## src/rtl/msg_pkg.sv

```systemverilog
// Shared definitions for the message byte sequencer.
// State encoding, ASCII line terminators and the message length limit.
package msg_pkg;

   localparam int MAX_MSG_LEN = 13;

   localparam logic [7:0] CHAR_CR = 8'h0D;
   localparam logic [7:0] CHAR_LF = 8'h0A;

   typedef enum logic [2:0] {
      IDLE = 3'd0,
      LOAD = 3'd1,
      SEND = 3'd2,
      CR   = 3'd3,
      LF   = 3'd4,
      DONE = 3'd5
   } state_e;

endpackage

```

## src/rtl/msg_byte_sequencer.sv

```systemverilog
// Steps the byte mux select and hands each byte to the UART over valid/ready.
// Define MSG_SEQ_CRLF_EN to append CR and LF after the last mux byte.
module msg_byte_sequencer
   import msg_pkg::*;
#(
   parameter int MSG_LEN = MAX_MSG_LEN
) (
   input  logic       clk,
   input  logic       reset,
   input  logic       start,
   output logic [3:0] sel,
   input  logic [7:0] byte_in,
   output logic [7:0] tx_data,
   output logic       tx_valid,
   input  logic       tx_ready,
   output logic       busy,
   output logic       done
);

   localparam logic [3:0] LAST_SEL = 4'(MSG_LEN - 1);

   state_e     state_q, state_d;
   logic [3:0] sel_q, sel_d;
   logic [7:0] data_q, data_d;
   logic       valid_q, valid_d;
   logic       busy_q, busy_d;
   logic       done_q, done_d;
   logic       xfer;

   assign xfer = valid_q & tx_ready;

   // Next-state, select and holding-register logic.
   always_comb begin
      state_d = state_q;
      sel_d   = sel_q;
      data_d  = data_q;
      valid_d = valid_q;
      unique case (state_q)
         IDLE: begin
            sel_d = 4'd0;
            if (start) state_d = LOAD;
         end
         LOAD: begin
            data_d  = byte_in;
            valid_d = 1'b1;
            state_d = SEND;
         end
         SEND: begin
            if (xfer) begin
               valid_d = 1'b0;
               if (sel_q == LAST_SEL) begin
`ifdef MSG_SEQ_CRLF_EN
                  data_d  = CHAR_CR;
                  valid_d = 1'b1;
                  state_d = CR;
`else
                  state_d = DONE;
`endif
               end else begin
                  sel_d   = sel_q + 4'd1;
                  state_d = LOAD;
               end
            end
         end
`ifdef MSG_SEQ_CRLF_EN
         CR: begin
            if (xfer) begin
               data_d  = CHAR_LF;
               state_d = LF;
            end
         end
         LF: begin
            if (xfer) begin
               valid_d = 1'b0;
               state_d = DONE;
            end
         end
`endif
         DONE: begin
            sel_d   = 4'd0;
            state_d = IDLE;
         end
         default: state_d = IDLE;
      endcase
      busy_d = (state_d != IDLE);
      done_d = (state_d == DONE);
   end

   // State and output registers, cleared asynchronously.
   always_ff @(posedge clk or posedge reset) begin
      if (reset) begin
         state_q <= IDLE;
         sel_q   <= 4'd0;
         data_q  <= 8'h00;
         valid_q <= 1'b0;
         busy_q  <= 1'b0;
         done_q  <= 1'b0;
      end else begin
         state_q <= state_d;
         sel_q   <= sel_d;
         data_q  <= data_d;
         valid_q <= valid_d;
         busy_q  <= busy_d;
         done_q  <= done_d;
      end
   end

   assign sel      = sel_q;
   assign tx_data  = data_q;
   assign tx_valid = valid_q;
   assign busy     = busy_q;
   assign done     = done_q;

endmodule
```

## config.mk

```make
export PLATFORM = sky130hd
export DESIGN_NAME = msg_byte_sequencer
export DESIGN_NICKNAME = d
export VERILOG_FILES = /design/src/rtl/msg_pkg.sv /design/src/rtl/msg_byte_sequencer.sv
export SDC_FILE = /design/constraint.sdc
export NUM_CORES = 1
export LEC_CHECK = 0
export CORE_UTILIZATION = 44
export DETAILED_ROUTE_END_ITERATION = 12
export PLACE_DENSITY = 0.77
export SLEW_MARGIN = 5
export SYNTH_ARGS = -nofsm -noshare
export SYNTH_HDL_FRONTEND = slang
export SYNTH_SLANG_ARGS = --single-unit
```

## constraint.sdc

```tcl
create_clock -name clk -period 1.65 [get_ports clk]
set_input_delay 0.33 -clock clk [delete_from_list [all_inputs] [get_ports clk]]
set_output_delay 0.33 -clock clk [all_outputs]
set_load 0.005 [all_outputs]
```

# == Word level (Yosys, flattened, before mapping) ==
# Cells that the tools add are included.
# classes
n_reduce_logical,7
bitwise_logic,1
muxes,9
add_sub_neg,1
n_eq_ne,7
# ops
operator,n
3-bit 2-to-1 mux,3
3-bit one-hot mux with 3 select lines,1
4-bit 2-to-1 mux,2
4-bit one-hot mux with 2 select lines,1
3-bit equality test (second input constant),2
4-bit by 1-bit adder with 4-bit output (second input constant),1
4-bit equality test (second input constant),1
2-bit != test (second input constant),2
2-bit nonzero test,2
3-bit by 1-bit equality test with 1-bit output (second input constant),1
3-bit by 2-bit equality test with 1-bit output (second input constant),1
3-bit logical NOT,1
3-bit AND reduction,1
3-bit nonzero test,1
1-bit one-hot mux with 2 select lines,1
2-bit AND reduction,1
2-bit OR reduction,1
1-bit bitwise AND,1
1-bit 2-to-1 mux,1
# word_totals
regBits,18
elab_cells,31
inputBits,12
output_inout_bits,15

# == Longest topological paths before layout ==
# Gate-level depths: netlist of the first run.
# logic_depth
depth_word,5
mapped_depth,5
ltp_nobuf,5

# == Least setup slack after synthesis of the first run ==
# No wires, ideal clock.
# synth_timing
kind,reg2reg
startpoint,register state_q[1]
endpoint,"register data_q[0], in the netlist tx_data[0]"
period_less_slack_ns,1.193
required_ns,1.525
path_stages_with_launch,4
setup_ns,0.125
slack_ns,0.457
n_path_buf,0
arrival_ns,1.068
path_cell_list,dfrtp_1 > nand2b_2 > nor2_8 > mux2_2
# synth_between
elab_chain_len,1
# synth_lines
item,line,rtl
from (decl),msg_byte_sequencer.sv:22,"state_e state_q, state_d;"
from (signal assigned),msg_byte_sequencer.sv:99,state_q <= state_d;
3-bit by 1-bit equality test with 1-bit output,msg_byte_sequencer.sv:38,unique case (state_q)
to (signal assigned),msg_byte_sequencer.sv:101,data_q <= data_d;
to (decl),msg_byte_sequencer.sv:24,"logic [7:0] data_q, data_d;"
# No other way between the ends.
# A chain may end at the register's enable or synchronous reset.

# == Worst setup path in the final report of the first run ==
# layout_timing
startpoint,"register sel_q[1], in the netlist sel[1]"
endpoint,output port sel[1]
# layout_lines
item,line,rtl
from (decl),msg_byte_sequencer.sv:23,"logic [3:0] sel_q, sel_d;"
from (signal assigned),msg_byte_sequencer.sv:100,sel_q <= sel_d;
to (decl),msg_byte_sequencer.sv:11,"output logic [3:0] sel,"
# No word-level cell between the ends.

==> results.md, run 1 <==
* Synth Net Count at 79
* Detailed-route via count at 627
* DP Area at 0.00111 sq mm
* Tcrit/Tclk final at 0.946
* Total GRT Usage at 0.180
* Post-layout minimum cycle time at 1560 ps
* Fin. Hold Viols at 0
* Synthesis-stage register bit count at 18
* Num CTS Buffers at 3
* CTS clk-pin slew, worst paths at 100 ps
* RSZ-0062 raised after global routing: false
* Router iterations before antenna repair at 4
* Grt ovf at 0
* Count of pins over their slew limit at 0
* Gp weighted congestion at 0.722
* Pwr dens at 1540 mW/mm^2
* Worst-Margin Slew at 338 ps
* Delay of the slowest critical-path stage at 520 ps
* Root Driver: clkbuf_4
* Drt wl/cell at 12.6 microns
* Via/cell ratio at 5.23
* Pin count of the biggest net entering global routing at 19
* Antenna violations before repair at 0
* Final #Nets at 110
* Row cnt at 15
* Total power draw at 1.77 mW
* Port bufs at 26
* Layout Area Growth over Synthesis at 39.5%
* DRC at 0
* Diodes inserted at 0
* Outcome: complete, no violations
* First-pass GRT wire length at 2590 microns
* CTS sink count at 18
* Layout Cell Area excl Fill at 0.00115 sq mm
* Leakage Power at 0.480 nW
* Die area at 0.00205 sq mm
* Worst IR Drop VDD at 1.01 mV
* CP arrival at 1230 ps
* HPWL reported at the end of detailed placement at 1150 microns
* Most common cell after layout, fill and taps aside: clkdlybuf4s50_1
* Avg Cell Area, Syn at 12.7 sq um
* Synth Instances at 65
* 1st-iter DRT viols at 4
* Most frequent cells in the layout: 26 x clkdlybuf4s50_1, 16 x dfrtp_1, 8 x mux2_2
* Kind of start point of the critical path: flop
* Initial Util at 0.473
* Drt total wl at 1510 microns
* Yosys warnings at 0
* Crit-path slowest cell: clkdlybuf4s50_1
* Crit path buf inv count at 1
* CP endpoint kind: output port
* Longest Clk Path Bufs at 2
* Post-cts hold buffer count at 0
* Critical Path RT at 1320 ps
* Crit Path Class: flop to output port
* Hold Crit Class: primary input to asynchronous set/reset pin
* CP delay by family, top: buffers and inverters
* Final setup TNS at 0 ps
* Vias in the first global route at 619
* Antenna-violating nets left at 0
* Core area at 0.00175 sq mm
* Max Cap Viol at 0
* Post-Syn Area at 826 sq um
* CP cell instances: clkdlybuf4s50_1
* Final hold slack at 343 ps
* Crit-path max FO at 5
* H-tree depth at 1
* Worst skew pair latency at 290 ps
* Fraction of layout cells with a size suffix above 1 at 0.200
* IO Count at 27
* Fillcell total at 145
* Cell variety after synth at 28
* Die Y at 45.3 microns
* Post-synthesis sequential area ratio at 0.545
* Achievable frequency at 641 MHz
* TritonCTS clock tree: done
* Die Wd at 45.3 microns
* Setup violators final at 0
* Worst slew margin at 0.775
* Clk_skew at 6.20 ps
[synth_stat cells]
cell type	count	area, sq um
dfrtp_1	18	450
mux2_2	8	90.1
inv_1	5	18.8
mux2i_1	3	30.0
nor3_1	3	15.0
a31oi_1	2	12.5
ha_1	2	25.0
nand2_1	2	7.51
nor2_1	2	7.51
o21ai_0	2	10.0
a211oi_1	1	7.51
a21o_1	1	7.51
a21oi_1	1	5.00
and4bb_1	1	12.5
buf_4	1	7.51
buf_6	1	11.3
nand2b_2	1	8.76
nand3_1	1	5.00
nand3_2	1	10.0
nand3b_1	1	7.51
nand4_1	1	6.26
nand4bb_1	1	11.3
nor2_8	1	20.0
nor2b_1	1	6.26
o22ai_1	1	6.26
o2bb2ai_1	1	8.76
o32ai_1	1	8.76
xor2_1	1	8.76
[cells by family after synthesis]
logic type               share of synthesized area
buffers and inverters                       0.0455
AND/OR/NAND/NOR                              0.142
flip-flops                                   0.545
multiplexers                                 0.145
XOR/XNOR                                    0.0106
adder cells (fa/ha/maj)                     0.0303
AO/OA/AOI/OAI                               0.0803
[metrics by stage]
stage,utilization,cells,worst slack [ps]
global placement,0.638,116,129
finish,0.660,120,88.7
floorplan,-,65,457
CTS,0.659,120,33.9
detailed placement,0.638,116,92.7
global route,0.660,120,23.6
[registers in the layout, indices dropped and copies added (netlist names)]
name	count
busy	1
done	1
sel	4
state_q	3
tx_data	8
tx_valid	1
[final timing paths]
check | startpoint | to | slack, ps | depth (start not counted)
setup / recovery | sel[1] | sel[1] | 90 | 1
min in group clk | tx_data[4] | tx_data[4] | 520 | 1
setup reg to reg | sel[0] | sel[1] | 320 | 5
hold reg to reg | tx_data[4] | tx_data[4] | 520 | 1
hold / removal | reset | tx_data[7] | 340 | 3
max in group asynchronous | reset | sel[2] | 1090 | 3
[worst reg2reg max path: stages (launching register included)]
cell and delay, ps:
dfrtp_1 420, inv_1 100, ha_1 200, nand3_1 180, nand3_2 150, mux2i_1 200
[cell type report]
type,count,area (sq um),share of cell area
timing repair buffer,28,275,0.239
inverter,5,18.8,0.0163
tap,25,31.3,0.0271
multi-input combinational,40,338,0.293
clock buffer,4,36.3,0.0315
sequential,18,453,0.393
[power by group]
group / internal, mW / switching (mW)
sequential: 0.604 / 0.114
clock: 0.134 / 0.136
combinational: 0.492 / 0.292
total: 1.23 / 0.542
[repair_timing]
action / 4_1_cts / 5_1_grt
buffers inserted: 0 / 0
endpoints found under the setup margin: 0 / 2
resized for setup: 0 / 2
[per-layer routing]
metal	global-route usage	wire length (microns)	share of wire	vias to the layer above
li1	-	-	-	293
met2	0.307	760	0.50	20
met4	0.0727	9	0.0060	0
met1	0.215	668	0.44	312
met3	0.0440	70	0.046	2
met5	0	0	0	-
(Power assumes the default switching activity.)
==> run 2, diff against run 1 <==
--- a/config.mk
+++ b/config.mk
@@ -5,6 +5,7 @@
 export SDC_FILE = /design/constraint.sdc
 export NUM_CORES = 1
 export LEC_CHECK = 0
+export CAP_MARGIN = 40
 export CORE_UTILIZATION = 44
 export DETAILED_ROUTE_END_ITERATION = 12
 export PLACE_DENSITY = 0.77
==> results of run 2 <==
No change in the layout: final DEF, timing and power equal those of run 1.
